==> src/rtl/fetch_unit.sv <==
// fetch_unit -- instruction fetch stage feeding the cpu decode/execute FSM.
//
// Issues word reads into an instruction bram that has a 1-cycle read latency.
// Each returned word is converted to big-endian, tagged with its byte PC and
// buffered in a small prefetch FIFO. The FIFO head goes to the consumer over a
// valid/ready handshake. A redirect from execute flushes the FIFO and any
// in-flight read, then restarts fetch at the new target.
//
// Ports:
//   clk, n_reset        clock (rising edge), asynchronous active-low reset
//   run                 1 = keep issuing reads, 0 = stop issuing (state IDLE)
//   mem_en, mem_addr    bram read enable and word address
//   mem_rdata           bram read data, valid the cycle after mem_en
//   redirect,
//   redirect_pc         flush and restart fetch at redirect_pc (word aligned)
//   inst_valid,
//   inst_ready          FIFO head handshake
//   inst, inst_pc       head instruction (big-endian) and its byte address
module fetch_unit #(
   parameter int unsigned ADDR_W        = 18,
   parameter int unsigned FIFO_DEPTH    = 4,
   parameter logic [31:0] RESET_PC      = 32'h0,
   parameter bit          LITTLE_ENDIAN = 1'b1
) (
   input  logic              clk,
   input  logic              n_reset,
   input  logic              run,
   output logic              mem_en,
   output logic [ADDR_W-1:0] mem_addr,
   input  logic [31:0]       mem_rdata,
   input  logic              redirect,
   input  logic [31:0]       redirect_pc,
   output logic              inst_valid,
   input  logic              inst_ready,
   output logic [31:0]       inst,
   output logic [31:0]       inst_pc
);

   localparam int unsigned PTR_W = $clog2(FIFO_DEPTH);
   localparam int unsigned CNT_W = PTR_W + 1;
   localparam logic [CNT_W:0]   DEPTH_C = FIFO_DEPTH[CNT_W:0];
   localparam logic [CNT_W-1:0] FULL_C  = FIFO_DEPTH[CNT_W-1:0];

   typedef enum logic {IDLE = 1'b0, RUN = 1'b1} state_t;

   state_t             state_q, state_d;
   logic [31:0]        fetch_pc_q, fetch_pc_d;
   logic [31:0]        pend_pc_q, pend_pc_d;
   logic               pending_q, pending_d;
   logic [PTR_W-1:0]   rd_ptr_q, rd_ptr_d;
   logic [PTR_W-1:0]   wr_ptr_q, wr_ptr_d;
   logic [CNT_W-1:0]   count_q, count_d;
   logic [31:0]        fifo_inst_q [FIFO_DEPTH];
   logic [31:0]        fifo_inst_d [FIFO_DEPTH];
   logic [31:0]        fifo_pc_q   [FIFO_DEPTH];
   logic [31:0]        fifo_pc_d   [FIFO_DEPTH];

   logic [CNT_W:0]     credit_used;
   logic               has_credit;
   logic               push;
   logic               pop;
   logic               unused_pc_bits;

   function automatic logic [31:0] to_big_endian(input logic [31:0] w);
      if (LITTLE_ENDIAN)
         return {w[7:0], w[15:8], w[23:16], w[31:24]};
      else
         return w;
   endfunction

   // Credit counts the in-flight read as occupied; a same-cycle pop is not
   // credited, which keeps the issue decision independent of inst_ready.
   assign credit_used    = {1'b0, count_q} + {{CNT_W{1'b0}}, pending_q};
   assign has_credit     = credit_used < DEPTH_C;
   assign unused_pc_bits = ^redirect_pc[1:0];

   // State register
   always_ff @(posedge clk or negedge n_reset) begin
      if (!n_reset) state_q <= IDLE;
      else          state_q <= state_d;
   end

   // Next-state logic (redirect never changes state)
   always_comb begin
      state_d = state_q;
      case (state_q)
         IDLE:    if (run)  state_d = RUN;
         RUN:     if (!run) state_d = IDLE;
         default: state_d = IDLE;
      endcase
   end

   // Output logic
   always_comb begin
      mem_en = 1'b0;
      if (state_q == RUN && has_credit && !redirect)
         mem_en = 1'b1;
   end

   assign mem_addr   = fetch_pc_q[ADDR_W+1:2];
   assign inst_valid = (count_q != '0);
   assign inst       = inst_valid ? fifo_inst_q[rd_ptr_q] : 32'h0;
   assign inst_pc    = inst_valid ? fifo_pc_q[rd_ptr_q]   : 32'h0;

   // A pending response is only pushed if no redirect hit it in flight.
   assign push = pending_q && !redirect;
   assign pop  = inst_valid && inst_ready;

   always_comb begin
      fetch_pc_d  = fetch_pc_q;
      pend_pc_d   = pend_pc_q;
      pending_d   = mem_en;
      rd_ptr_d    = rd_ptr_q;
      wr_ptr_d    = wr_ptr_q;
      count_d     = count_q;
      fifo_inst_d = fifo_inst_q;
      fifo_pc_d   = fifo_pc_q;

      if (mem_en) begin
         pend_pc_d  = fetch_pc_q;
         fetch_pc_d = fetch_pc_q + 32'd4;
      end

      if (redirect) begin
         fetch_pc_d = {redirect_pc[31:2], 2'b00};
         pending_d  = 1'b0;
         rd_ptr_d   = '0;
         wr_ptr_d   = '0;
         count_d    = '0;
      end else begin
         if (push) begin
            fifo_inst_d[wr_ptr_q] = to_big_endian(mem_rdata);
            fifo_pc_d[wr_ptr_q]   = pend_pc_q;
            wr_ptr_d              = wr_ptr_q + PTR_W'(1);
         end
         if (pop)
            rd_ptr_d = rd_ptr_q + PTR_W'(1);
         case ({push, pop})
            2'b10:   count_d = count_q + CNT_W'(1);
            2'b01:   count_d = count_q - CNT_W'(1);
            default: count_d = count_q;
         endcase
      end
   end

   always_ff @(posedge clk or negedge n_reset) begin
      if (!n_reset) begin
         fetch_pc_q <= {RESET_PC[31:2], 2'b00};
         pend_pc_q  <= 32'h0;
         pending_q  <= 1'b0;
         rd_ptr_q   <= '0;
         wr_ptr_q   <= '0;
         count_q    <= '0;
      end else begin
         fetch_pc_q <= fetch_pc_d;
         pend_pc_q  <= pend_pc_d;
         pending_q  <= pending_d;
         rd_ptr_q   <= rd_ptr_d;
         wr_ptr_q   <= wr_ptr_d;
         count_q    <= count_d;
      end
   end

   // FIFO storage carries data only; validity comes from count_q.
   always_ff @(posedge clk) begin
      fifo_inst_q <= fifo_inst_d;
      fifo_pc_q   <= fifo_pc_d;
   end

   a_no_push_when_full: assert property (
      @(posedge clk) disable iff (!n_reset) !(push && count_q == FULL_C)
   );

endmodule

==> config.mk <==
export PLATFORM = sky130hd
export DESIGN_NAME = fetch_unit
export DESIGN_NICKNAME = d
export VERILOG_FILES = /design/src/rtl/fetch_unit.sv
export SDC_FILE = /design/constraint.sdc
export NUM_CORES = 1
export LEC_CHECK = 0
export CORE_AREA = 2 2 150 152
export CTS_BUF_LIST = sky130_fd_sc_hd__clkbuf_16
export DETAILED_ROUTE_END_ITERATION = 10
export DIE_AREA = 0 0 152 154
export HOLD_SLACK_MARGIN = 0.1
export PLACE_DENSITY_LB_ADDON = 0.05
export RECOVER_POWER = 25
export SKIP_LAST_GASP = 1
export SYNTH_ARGS = -nofsm -noshare
export SYNTH_HDL_FRONTEND = slang
export SYNTH_SLANG_ARGS = --single-unit
export TNS_END_PERCENT = 100
==> constraint.sdc <==
create_clock -name clk -period 5.6 [get_ports clk]
set_clock_uncertainty 0.05 [all_clocks]
set_input_delay 1.12 -clock clk [delete_from_list [all_inputs] [get_ports clk]]
set_output_delay 1.12 -clock clk [all_outputs]
set_load 0.02 [all_outputs]
==> out/results.ini <==
[status]
outcome=complete, no violations

[worst_hold_path]
hold_end=fifo_pc_q[9]
hold_depth=0
min_path_type=reg2reg
hold_start=pend_pc_q[9]

[die]
start_util_pct=59.4
die-area_um2=23400
rows=54
ios=153
core_um2=21700
die_x_um=152
die_h_um=154

[setup_path]
cp_max_fo=42
arrival_ns=3.16
r2r_slack_ns=3.03
r2r_end=fetch_pc_q[28]
start_kind=flop
worstSetupStartpoint=rd_ptr_q[0]
reg2reg_depth=5
r2r_start=fetch_pc_q[2]
crit_path_end_kind=primary output
criticalPathCategory=reg2out
cp.required_ns=4.43

[sta]
max_freq_ghz=0.231
rsz0062_at_grt=false
finalSetupTns_ns=0
hold_viol_final=0
drv_slew=0
slew_headroom_pct=25.8
finalSetupViolCount=0
period_share_pct=77.3
setup_ws_ns=1.27
period_needed_ns=4.33
max_slew.worst_pin.slew_ns=1.11

[place]
hpwlAfterDp_um=15100
post-place-ws_ns=1.75
place.gp.congestion=0.855
dp_cells=1107
io_buffers=148

[drt]
firstDrtPassIters=6
viasPerCell=6.04
routed_wl_um=25800
antenna_left=0
routedWlPerCell_um=22.1
drc=0
drtIter0Drc=522
vias=7033

[synthesis]
syn_inst=731
yosysSeqAreaShare_pct=71.3
ys_ff_latch=317
postSynthAreaPerCell_um2=17.6
syn_area_um2=12900
synth_edf_count=248
async_flop_share_pct=21.8
yosysWarningCount=0
yosysTopAreaCell=edfxtp_1
synth_top_flop_cell=edfxtp_1
synth_top_area_share_pct=57.8
yosysUniqueCellTypes=45
synthTopCellsByArea=edfxtp_1 58%, dfrtp_1 13%, mux4_2 11%, and2_1 3.2%, mux2_2 2.6%

[global_route]
grt_pass1_vias=7537
grt_use_met1_pct=30.3
grt_antenna_before_repair=0
grt-busiest-layer=met2
grt_first_pass_wirelength_um=41100
met3_usage_pct=3.89
grt_max_degree=63
gr-total-overflow=0
grt_use_total_pct=22.5
grt_util_met2_pct=38.5

[cells_and_area]
syn_to_final_growth_pct=20.1
finalNonFillerCells=1164
antenna_cells=0
multi_input_area_um2=3370
nets=935
drive_gt1_share_pct=18.0
fill_cells=1380
seqCellArea_um2=9180
utilization_pct=71.3

[pwr]
irDropWorstVdd_mv=0.261
powerDensity_nw_per_um2=454
p_leak_nw=5.16
p_total_mw=7.02

[clock_network]
cts_sinks=317
cts_resized=0
cts-root-buf=clkbuf_16
ctsHtreeMaxLevel=1
cts_buffers=31
insertion_delay_ns=0.55
cts_setup_buffers=0
hold_buffers=0
clk_pin_slew_ns=0.06
cts_buffer_depth=3
cts_tree=done

[job]
drv_cap=0

flip-flops by register name (all words and copies together) (netlist names):
signal       cells
count_q          3
fetch_pc_q      30
fifo_inst_q    128
fifo_pc_q      120
pend_pc_q       30
pending_q        1
rd_ptr_q         2
state_q          1
wr_ptr_q         2
routing by layer:
layer,vias up,share of wire (%)
met5,-,0
met3,43,5.9
li1,3092,-
met1,3622,42
met4,0,1.8
met2,276,51
how the worst max path moves through the flow:
stage	slack, ns	depth (start not counted)	end
4_1_cts	1.15	4	inst_pc[20]
5_1_grt	1.05	4	inst_pc[20]
3_3_place_gp	1.74	4	inst_pc[20]
2_1_floorplan	2.31	2	fifo_inst_q[0]
6_report	1.27	4	inst_pc[20]
3_5_place_dp	1.75	4	inst_pc[20]
cell families (layout without fill, tap and decap cells):
family                   count (synthesis)  after routing  synth area share (%)
AND/OR/NAND/NOR                        179            179                  8.14
multiplexers                            96             96                  13.8
AO/OA/AOI/OAI                           52             52                  2.51
adder cells (fa/ha/maj)                  6              6                 0.641
buffers and inverters                   67            219                  2.75
flip-flops                             317            317                  71.3
other                                    1              2                0.0291
XOR/XNOR                                13             13                 0.884
power by group:
| part | internal, mW | switching, mW | leakage (nW) |
|---|---|---|---|
| logic | 0.991 | 0.904 | 1.63 |
| clock network | 1.19 | 0.848 | 0.501 |
| registers | 2.83 | 0.262 | 3.04 |
| total | 5.01 | 2.01 | 5.16 |
cells in the mapped netlist, types with 4 or more instances:
library cell,n
nand4_1,8
buf_2,10
edfxtp_1,248
and2_1,66
mux4_2,62
buf_4,20
clkbuf_1,28
xnor2_1,7
nand2_1,21
o21ai_0,17
nand3_1,8
dfrtp_1,69
inv_1,6
xor2_1,6
o31ai_1,14
nor2_1,27
mux2_2,30
or3_1,5
and3_1,6
ha_1,5
a31oi_1,19
nor3_1,4
or4_1,15
area by class of cell:
class | count | share of cell area (%)
Clock buffer | 31 | 5.02
Multi-Input combinational cell | 348 | 21.8
Tap cell | 280 | 2.27
Inverter | 6 | 0.146
Sequential cell | 317 | 59.3
Timing Repair Buffer | 156 | 10.0
Clock inverter | 26 | 1.45
metrics by stage:
step / cell area (µm²) / hold WS, ns
floorplan: 12900 / 0.419
global placement: 14500 / 0.433
detailed placement: 14500 / 0.453
CTS: 15500 / 0.463
global route: 15500 / 0.487
finish: 15500 / 0.457
cells in the final DEF, fill, tap and decap left out, types with 8 or more instances in the layout:
cell	instances
edfxtp_1	248
and2_1	62
o21ai_0	17
inv_1	9
nor2_1	27
dfrtp_1	67
mux4_2	62
or4_1	15
mux2_2	30
clkbuf_16	31
clkinv_1	9
a31oi_1	19
nand2_1	21
clkdlybuf4s50_1	130
o31ai_1	14
nand4_1	8
dlygate4sd3_1	17
nand3_1	8
worst max-delay path: stages, from the launching register on:
cell and delay (ns):
dfrtp_4 0.99, buf_12 0.32, mux4_2 0.54, and2_1 0.20
clkdlybuf4s50_1 0.55
(Power assumes the default switching activity.)
